### config.mk
export PLATFORM = sky130hd
export DESIGN_NAME = genetico_evaluator
export DESIGN_NICKNAME = d
export VERILOG_FILES = /design/src/rtl/genetico_evaluator.sv
export SDC_FILE = /design/constraint.sdc
export NUM_CORES = 1
export LEC_CHECK = 0
export ABC_AREA = 1
export CAP_MARGIN = 20
export CORE_UTILIZATION = 52
export CTS_BUF_LIST = sky130_fd_sc_hd__clkbuf_4
export DETAILED_ROUTE_END_ITERATION = 10
export PLACE_DENSITY = 0.95
export SYNTH_ARGS = -nofsm -noshare
export SYNTH_HDL_FRONTEND = slang
export SYNTH_SLANG_ARGS = --single-unit
### constraint.sdc
create_clock -name clk -period 6 [get_ports clk]
set_clock_uncertainty 0.2 [all_clocks]
set_input_delay 0.9 -clock clk [delete_from_list [all_inputs] [get_ports clk]]
set_output_delay 0.9 -clock clk [all_outputs]
set_load 0.02 [all_outputs]
### src/rtl/genetico_evaluator.sv
// genetico_evaluator: fitness-evaluation controller for the genetico evolvable circuit.
// Applies a latched chromosome, sweeps all input vectors, double-samples outputs and scores them.
`default_nettype none

module genetico_evaluator #(
    parameter int N_IN   = 2,
    parameter int N_OUT  = 2,
    parameter int N_LE   = 4,
    parameter int CONF_W = 9,
    parameter int SEL_W  = 3,
    parameter int SETTLE = 4,
    parameter int FIT_W  = 4
) (
    input  logic                                 clk,
    input  logic                                 rst_n,
    input  logic                                 start,
    input  logic                                 abort,
    input  logic [N_LE*CONF_W+N_OUT*SEL_W-1:0]   chrom,
    input  logic [N_OUT*(2**N_IN)-1:0]           target,
    output logic [N_LE*CONF_W-1:0]               conf_les,
    output logic [N_OUT*SEL_W-1:0]               conf_outs,
    output logic [N_IN-1:0]                      chrom_in,
    input  logic [N_OUT-1:0]                     chrom_out,
    output logic                                 busy,
    output logic                                 done,
    output logic [FIT_W-1:0]                     fitness,
    output logic                                 perfect,
    output logic [N_IN:0]                        unstable_cnt
);

    localparam int NVEC  = 2**N_IN;
    localparam int TGT_W = N_OUT*NVEC;
    localparam int LES_W = N_LE*CONF_W;
    localparam int OUTS_W = N_OUT*SEL_W;

    localparam logic [FIT_W-1:0] FIT_ONE   = {{(FIT_W-1){1'b0}}, 1'b1};
    localparam logic [FIT_W-1:0] FIT_MAX   = FIT_W'(TGT_W);
    localparam logic [N_IN:0]    UNST_ONE  = {{N_IN{1'b0}}, 1'b1};
    localparam logic [N_IN-1:0]  VEC_ONE   = {{(N_IN-1){1'b0}}, 1'b1};
    localparam logic [N_IN-1:0]  VEC_LAST  = {N_IN{1'b1}};
    localparam logic [7:0]       CNT_INIT  = 8'(SETTLE-1);

    typedef enum logic [1:0] {
        ST_IDLE    = 2'd0,
        ST_SETTLE  = 2'd1,
        ST_CONFIRM = 2'd2,
        ST_DONE    = 2'd3
    } state_t;

    state_t             state;
    logic [TGT_W-1:0]   tgt;
    logic [N_IN-1:0]    vec;
    logic [7:0]         cnt;
    logic [N_OUT-1:0]   s1;
    logic [FIT_W-1:0]   score;
    logic [N_IN:0]      unst;
    logic [FIT_W-1:0]   match_cnt;

    // Matching bits of the first sample against the target row of the current vector
    always_comb begin
        match_cnt = '0;
        for (int o = 0; o < N_OUT; o++) begin
            if (s1[o] == tgt[N_OUT*int'(vec) + o])
                match_cnt = match_cnt + FIT_ONE;
        end
    end

    always_ff @(posedge clk or negedge rst_n) begin
        if (!rst_n) begin
            state        <= ST_IDLE;
            tgt          <= '0;
            vec          <= '0;
            cnt          <= '0;
            s1           <= '0;
            score        <= '0;
            unst         <= '0;
            conf_les     <= '0;
            conf_outs    <= '0;
            chrom_in     <= '0;
            busy         <= 1'b0;
            done         <= 1'b0;
            fitness      <= '0;
            perfect      <= 1'b0;
            unstable_cnt <= '0;
        end else begin
            done <= 1'b0;
            if (abort && state != ST_IDLE) begin
                state <= ST_IDLE;
                busy  <= 1'b0;
            end else begin
                case (state)
                    ST_IDLE: begin
                        if (start) begin
                            conf_les  <= chrom[LES_W-1:0];
                            conf_outs <= chrom[LES_W+OUTS_W-1:LES_W];
                            tgt       <= target;
                            vec       <= '0;
                            chrom_in  <= '0;
                            score     <= '0;
                            unst      <= '0;
                            cnt       <= CNT_INIT;
                            busy      <= 1'b1;
                            state     <= ST_SETTLE;
                        end
                    end
                    ST_SETTLE: begin
                        if (cnt == 8'd0) begin
                            s1    <= chrom_out;
                            state <= ST_CONFIRM;
                        end else begin
                            cnt <= cnt - 8'd1;
                        end
                    end
                    ST_CONFIRM: begin
                        // An oscillating output forfeits the whole vector
                        if (chrom_out == s1)
                            score <= score + match_cnt;
                        else
                            unst <= unst + UNST_ONE;
                        if (vec == VEC_LAST) begin
                            state <= ST_DONE;
                        end else begin
                            vec      <= vec + VEC_ONE;
                            chrom_in <= vec + VEC_ONE;
                            cnt      <= CNT_INIT;
                            state    <= ST_SETTLE;
                        end
                    end
                    ST_DONE: begin
                        done         <= 1'b1;
                        busy         <= 1'b0;
                        fitness      <= score;
                        perfect      <= (score == FIT_MAX);
                        unstable_cnt <= unst;
                        state        <= ST_IDLE;
                    end
                    default: state <= ST_IDLE;
                endcase
            end
        end
    end

endmodule

`default_nettype wire

# Word-level counts from Yosys, hierarchy flattened
# Cells that the tools add are included.
[classes]
addsub = 6
n_lt_le_gt_ge = 2
eq_ne = 15
muxes = 30
bitwise = 1
reduce_logical = 16
[ops]
columns = ["op", "count"]
rows = [
  ["two-way mux 8 bit", 3],
  ["one-hot mux 8 bit (3 select lines)", 1],
  ["two-way mux 2 bit", 6],
  ["two-way mux 4 bit", 3],
  ["AND reduction 4 bit", 3],
  ["inequality test 2 bit (second input constant)", 5],
  ["logical NOT 8 bit", 1],
  ["two-way mux 1 bit", 8],
  ["one-hot mux 2 bit (4 select lines)", 1],
  ["one-hot mux 4 bit (2 select lines)", 1],
  ["subtractor 8 x 1 -> 8 bit (second input constant)", 1],
  ["== test 2 bit (second input constant)", 3],
  ["two-way mux 3 bit", 2],
  ["inequality test 3 bit (second input constant)", 2],
  ["one-hot mux 3 bit (2 select lines)", 1],
  ["AND reduction 2 bit", 3],
  ["AND reduction 3 bit", 2],
  ["nonzero test 3 bit", 2],
  ["AND reduction 5 bit", 1],
  ["adder 3 x 1 -> 4 bit (second input constant)", 1],
  ["adder 4 x 1 -> 4 bit (second input constant)", 1],
  ["adder 4 bit", 1],
  ["== test 4 bit (second input constant)", 1],
  ["less-than comparator 3 x 4 -> 1 bit (second input constant)", 1],
  ["other kinds (14)", 16],
]
[totals]
ff_bits = 81
in_bits = 56
out_inout_bits = 54
wordCells = 84

# Depth between registers and ports, before layout
# Gate-level depths: netlist of the first run.
[logic_depth]
ltp_word = 9
mapped_depth = 14
mapped_depth_nobuf = 14

# Worst setup path after synthesis of the first run
# OpenSTA, ideal clock, no wires.
[synth_timing]
kind = "register -> register"
startpoint = "register vec[0]"
endpoint = "register score[2]"
setup_time_ns = 0.117
arrival_time_ns = 2.169
setup_slack_ns = 3.514
stages_incl_launch_ff = 13
period_less_slack_ns = 2.486
cell_sequence = "dfrtp_1 inv_1 nand2_1 nand3_1 nand2_1 xor2_1 ha_1 ha_1 fa_1 xnor2_1 nor2_1 nand3_1 nand2_1"
[synth_between]
elab_chain_cells = 9
[synth_rtl]
columns = ["item", "line_no", "source"]
rows = [
  ["start, declared", "52", "logic [N_IN-1:0] vec;"],
  ["start signal, assigned", "123", "vec <= vec + VEC_ONE;"],
  ["adder 3 x 1 -> 4 bit / binary-select mux 1 bit (select 2 bit) (equally long branches)", "63", "if (s1[o] == tgt[N_OUT*int'(vec) + o])"],
  ["binary-select mux 1 bit (select 3 bit) / two-way mux 1 bit (equally long branches)", "63", ""],
  ["two-way mux 1 bit (implied by the code) / == test 1 bit (equally long branches)", "63", ""],
  ["two-way mux 1 bit (implied by the code)", "63", ""],
  ["== test 1 bit / adder 4 x 1 -> 4 bit (equally long branches)", "63, 64", ""],
  ["two-way mux 4 bit *", "63", ""],
  ["adder 4 bit *", "117", "score <= score + match_cnt;"],
  ["two-way mux 4 bit *", "116", "if (chrom_out == s1)"],
  ["one-hot mux 4 bit (2 select lines) *", "91", "case (state)"],
  ["end signal, assigned", "117", ""],
  ["end, declared", "55", "logic [FIT_W-1:0] score;"],
]
# Mark *: on every way between the ends. The rest lies on a longest branch, timed or not. The select of a mux whose other input is x is not followed.
# A chain may end at the register's enable or synchronous reset.

==> metrics, run 1 <==
status=completed; DIE AREA=7311 sq um; count leader, synth=dfrtp_1; Inserted Diodes=0; net switching power figure=0.0009755 W; pre-CTS WS=3.040 ns; internal reg-to-reg setup slack=3.38 ns; Avg Cell Area, Syn=10.79 sq um; Total Neg Setup Slack=0 ns; Data required, critical path=4.90 ns; Critical path buffers and inverters=1; most used flip-flop cell after synthesis=dfrtp_1; max_slew headroom=70.67%; pin count of the biggest net entering global routing=82; post-synth net total=400; Seq/Total Area, Yosys=55.90%; WS Path Type=flop to output pin; R2R Path End=score[2]; drt first pass iters=4; setup violators final=0; Buffers on Ports=roughly 110; post-cts gate resize count=0; Worst setup SP type=flop; Clock Sinks=a little over 80; routed via count=2826; top-area cell type share of the netlist area=around 56%; Seq pwr share=36.6%; Initial Util=53.67%; Detailed Route Iter0 Violations=between 150 and 200; Clock Power Share=14.0%; H-Tree Depth=3; Total GRT Usage=between 20% and 30%; CP Capture Type=output pin; Post-CTS Hold Buffers=0; Post-synth EDFFs=0; Congestion Overflow GR=0; clock slew at the register clock pins of the worst setup and hold paths=0.13 ns; WP depth=1; post-synth cell types=25; setup ws final=3.278 ns; Worst Tran Pin Value=~0.44 ns; Final Hold Viols=0; overall die height=85.51 um; Mapped Area=3626 sq um; DRT Wirelength=8140 um; DRC errors left=0; combinational share of power=49.4%; area grow syn2layout=36.85%; Slowest-stage cell, CP=clkdlybuf4s50_1; RSZ-0062 raised after global routing=false; Placer Congestion=a little under 0.9; Switching Share=about two fifths; vias per cell=5.282; Post-Synthesis Cells=336; Int Pwr=about 0.0015 W; post-layout min period=2.722 ns; nets@finish=515; antenna violations before repair=0; Row Count=30; Die Span X=85.51 um; delay-heaviest family, CP=buffers and inverters; Worst EP arrival=1.62 ns; YS warnings=0; Max Transition Viols Final=0; main area contributors after synthesis=dfrtp_1, mux2_2, nand2_1; worst r2r src=vec[0]; antenna viol nets, final=0; critical path cell sequence=clkdlybuf4s50_1; fillers=approximately 450; total CTS buffers=9; Bufs on Longest Clock Path=2; period utilization=45.37%; Max IR drop VDD=303.9 uV; Pwr per Cell Area=508.3 nW/um^2; top cells by count, synth=dfrtp_1, nand2_1, mux2_2, inv_1, nand3_1; R2R cell count=12; Yosys reg bits=slightly above 80; vias in the first global route=2942; Worst path max stage delay=between 0.6 and 0.7 ns; FFs w/ async S/R, synth=100.0%; Ports=110; global-route wire length before repair=~13000 um; share of cells above drive strength 1=18.02%; Skew-Pair Late Insertion Delay=0.44 ns; Yosys top cell by area=dfrtp_1; Root Driver=clkbuf_4; Fmax=367.4 MHz; CORE AREA=6756 sq um; # Post-CTS Setup Buffers=0; max-cap violations=0; total leakage power=between 2 and 2.5 nW; Avg WL per Cell=~15 um; CTS tree=built; dpl hpwl=between 5000 and 6000 um; Crit Path Max Fanout=8; worst hold path type=input pin to asynchronous set/reset pin
[cell type report]
type / count / area [sq um] / share of cell area, %
tap: 80 / 100.1 / 2.017
timing repair buffer: 111 / 1136 / 22.89
clock inverter: 6 / 82.58 / 1.664
multi-input combinational: 220 / 1444 / 29.10
sequential: 81 / 2027 / 40.85
inverter: 28 / 105.1 / 2.118
clock buffer: 9 / 67.56 / 1.362
[layer usage]
metal	vias to the layer above	wire length [um]	track usage [%]
met4	0	235	10.15
met2	98	4404	41.09
met5	-	0	0
met3	24	539	8.181
li1	1321	-	-
met1	1383	2961	25.11
[worst max path at each step]
stage	from	end	slack (ns)
after global placement	start	conf_outs[5]	3.08
after detailed placement	start	conf_les[14]	3.04
after floorplan	vec[0]	score[2]	3.51
after global routing	vec[0]	score[2]	3.20
after CTS	vec[0]	chrom_in[0]	3.26
final	vec[0]	chrom_in[0]	3.28
[power groups by stage]
stage,logic (W),clock network [W],registers [W]
global placement,0.00118,0,0.000911
finish,0.00125,0.000352,0.000923
CTS,0.00124,0.000358,0.000920
detailed placement,0.00124,0,0.000931
global route,0.00134,0.000375,0.000949
floorplan,0.000539,0,0.00111
[placed cells by master (no fill, tap or decap), types with 2 or more instances in the layout]
cell,Yosys,layout
nand3_1,18,18
ha_1,7,7
mux2_2,50,50
clkbuf_4,0,9
nand2_2,5,6
dfrtp_1,81,81
nand2_4,2,2
nand4_1,2,2
inv_1,26,26
nand2_1,80,79
clkinv_2,0,2
xor2_1,5,5
clkdlybuf4s50_1,0,108
inv_2,2,2
nor2_4,3,3
o21ai_0,12,12
nor2_1,16,16
o21ai_1,11,11
xnor2_1,2,2
bufinv_16,0,2
nand3b_1,2,2
[cell families after synthesis]
logic type,after synthesis,share of synthesized area [%]
buffers and inverters,35,4.348
adders and majority gates,8,2.967
DFF,81,55.90
muxes,50,15.53
and+or+nand+nor,131,16.25
xor gates and xnor gates,7,1.691
AOI/OAI and AO/OA,24,3.312
[through the flow]
stage | hold slack, ns | power, W | utilization, % | area (sq um) | cells
2_1_floorplan | 0.2664 | 0.001650 | - | 3626 | 336
3_3_place_gp | 0.2641 | 0.002094 | 70.52 | 4765 | 518
3_5_place_dp | 0.2645 | 0.002166 | 70.52 | 4765 | 518
4_1_cts | 0.2964 | 0.002523 | 72.74 | 4915 | 533
5_1_grt | 0.2114 | 0.002662 | 73.44 | 4962 | 535
6_report | 0.1850 | 0.002522 | 73.44 | 4962 | 535
[registers in the layout, indices dropped and copies added, names as in the netlist]
signal	flops
score	4
tgt	8
busy	1
unst	3
done	1
unstable_cnt	3
vec	2
state	2
s1	2
cnt	8
fitness	4
conf_outs	6
perfect	1
conf_les	36
Note: power is estimated with default switching activity, not from simulation.
==> inputs of run 2 (changes only) <==
--- a/config.mk
+++ b/config.mk
@@ -7,10 +7,10 @@
 export LEC_CHECK = 0
 export ABC_AREA = 1
 export CAP_MARGIN = 20
-export CORE_UTILIZATION = 52
+export CORE_UTILIZATION = 44
 export CTS_BUF_LIST = sky130_fd_sc_hd__clkbuf_4
 export DETAILED_ROUTE_END_ITERATION = 10
-export PLACE_DENSITY = 0.95
+export PLACE_DENSITY = 0.87
 export SYNTH_ARGS = -nofsm -noshare
 export SYNTH_HDL_FRONTEND = slang
 export SYNTH_SLANG_ARGS = --single-unit
==> constraint.sdc (replaced) <==
create_clock -name clk -period 2.4 [get_ports clk]
set_clock_uncertainty 0.2 [all_clocks]
set_input_delay 0.36 -clock clk [delete_from_list [all_inputs] [get_ports clk]]
set_output_delay 0.36 -clock clk [all_outputs]
set_load 0.02 [all_outputs]
==> run 2 against run 1 <==
Against the previous run: the flow now finishes with violations (negative setup slack); non-clock buffer count grew 9; sequential share of layout area fell by 0.93 points; design area increased by 2.4%; first-iteration DRC count fell by 0.63%; total power increased by 150%; flip-flop and latch count unchanged; global-route usage is 3.4 points lower; largest cell class unchanged; highest routed layer unchanged; via count is 1.6% lower; sequential power is 150% higher; count of clock-buffer cells in the layout is 1 higher; worst hold slack better by 0.095 ns.
==> metrics, run 2 (synthesis results as in run 1) <==
Clock Sinks=between 80 and 90; antenna violations before repair=0; post-route design area=5084 sq um; failing checks=negative setup slack; multi-input logic area=1489 sq um; nets@finish=between 500 and 600; Initial Util=46.21%; internal reg-to-reg setup slack=-0.05 ns; setup ws final=-0.05449 ns; Fmax=407.4 MHz; setup violators final=2; Pwr Total=0.006273 W; Worst setup SP type=flop; worst hold path type=input pin to asynchronous set/reset pin; Worst path max stage delay=about 0.5 ns; Inserted Diodes=0; Skew-Pair Late Insertion Delay=0.41 ns; hold slack=approximately 0.28 ns; Data required, critical path=about 2.6 ns; global-route wire length before repair=roughly 13000 um; Final Hold Viols=0; Buffers on Ports=109; routed via count=2782; max FFs per register=36; antenna viol nets, final=0; FF/Latch Area=approximately 2000 sq um; Congestion Overflow GR=0; vias in the first global route=around 2800; biggest registers after layout=conf_les (36), cnt (8), tgt (8); vias per cell=4.907; Root Driver=clkbuf_4; Detailed Route Iter0 Violations=157; Placer Congestion=0.8117; Die Span X=92.78 um; Worst Tran Pin Value=0.5590 ns; dpl hpwl=5947 um; Total GRT Usage=19.78%; DRC errors left=0; Total Neg Setup Slack=-0.08158 ns; RSZ-0062 raised after global routing=true; max-cap violations=0; share of cells above drive strength 1=23.01%; Row Count=32; total CTS buffers=9; Avg WL per Cell=14.36 um; status=finished, violations left; fillers=640; Worst EP arrival=2.62 ns; DRT Wirelength=8143 um; post-layout min period=2.454 ns; H-Tree Depth=3; pin count of the biggest net entering global routing=52; max_slew headroom=a little over three fifths; WS Path Type=flop to flop; Ports=110; total leakage power=2.276 nW; CP Capture Type=flop; Crit Path Max Fanout=6; CORE AREA=7848 sq um; period utilization=102.3%; Top reg by flops=conf_les; clock slew at the register clock pins of the worst setup and hold paths=0.13 ns; drt first pass iters=4; Bufs on Longest Clock Path=2; Max IR drop VDD=793.5 uV; CTS tree=built; Pwr per Cell Area=about 1200 nW/um^2; commonest non-fill, non-tap cell in the layout=clkdlybuf4s50_1; Slowest-stage cell, CP=fa_2; overall die height=92.78 um; critical path cell sequence=inv_4 -> nand2_2 -> nand3_2 -> nand2_2 -> xor2_1 -> ha_1 -> ha_2 -> fa_2 -> nand2_1 -> nand3b_1 -> nand2_1; DIE AREA=8608 sq um; Max Transition Viols Final=0; post-placement cell area=4856 sq um; area grow syn2layout=40.20%; commonest non-fill, non-tap cells in the layout=clkdlybuf4s50_1, dfrtp_1, nand2_1, mux2_2, inv_1
## run 2: cell count changes in the layout (fill, tap and decap cells not counted), moves of 2 or more
| cell | delta |
|---|---|
| dfrtp_1 | -2 |
| nand2_2 | +6 |
| nand3_2 | +5 |
| nand2_1 | -6 |
| nand3_1 | -5 |
| dfrtp_2 | +2 |
| buf_4 | +9 |
## run 2: per-stage QoR
step           util (%)  instances  worst slack (ns)
4_1_cts           64.03        565          -0.01908
6_report          64.78        567          -0.05449
3_3_place_gp      61.88        545           0.01106
5_1_grt           64.78        567           -0.1552
3_5_place_dp      61.88        545          -0.08013
2_1_floorplan         -        336           0.01460
## run 2: report_power, final
group | switching, W | internal [W]
logic | 0.00161 | 0.00157
registers | 0.000367 | 0.00193
clock network | 0.000465 | 0.000323
total | 0.00245 | 0.00383
## run 2: layout make-up
type	count	share of cell area (%)
clock inverters	6	1.157
clock buffers	10	1.477
repair buffers	120	23.53
flip-flops and latches	81	39.92
well taps	102	2.510
inverters	28	2.117
multi-input cells	220	29.29
## run 2: timing repair
action | 4_1_cts | 5_1_grt
gates resized for setup | 1 | 15
pin swaps | 6 | 7
endpoints found under the setup margin | 2 | 3
hold buffers | 1 | 0
endpoints found under the hold margin | 40 | 0
setup buffers | 3 | 2
## run 2: worst paths after layout
path                                      start         endpoint  depth (start not counted)
worst max-delay path                     vec[0]         score[1]                         11
worst min register to register  unstable_cnt[1]  unstable_cnt[1]                          2
worst max register to register           vec[0]         score[1]                         11
worst min-delay path                      rst_n           cnt[7]                          2
max in group asynchronous                 rst_n     conf_les[25]                          3
min in group clk                unstable_cnt[1]  unstable_cnt[1]                          2
## run 2: per-layer routing
layer	wire length [um]	track usage [%]
met2	4052	32.66
met1	3448	24.26
met3	457	6.076
met4	184	7.436
met5	0	0
## run 2: worst max-delay path: cells and delay by family (launching register included)
family                     cells  cell delay (ns)
and+or+nand+nor                6             0.43
adders and majority gates      3             1.04
buffers and inverters          1             0.11
xor gates and xnor gates       1             0.14
DFF                            1             0.47
==> inputs of run 3 (changes only) <==
--- a/config.mk
+++ b/config.mk
@@ -11,6 +11,7 @@
 export CTS_BUF_LIST = sky130_fd_sc_hd__clkbuf_4
 export DETAILED_ROUTE_END_ITERATION = 10
 export PLACE_DENSITY = 0.87
+export SLEW_MARGIN = 25
 export SYNTH_ARGS = -nofsm -noshare
 export SYNTH_HDL_FRONTEND = slang
 export SYNTH_SLANG_ARGS = --single-unit
==> results of run 3 <==
Same layout as run 2: the final DEF is identical, and so are final timing and power.
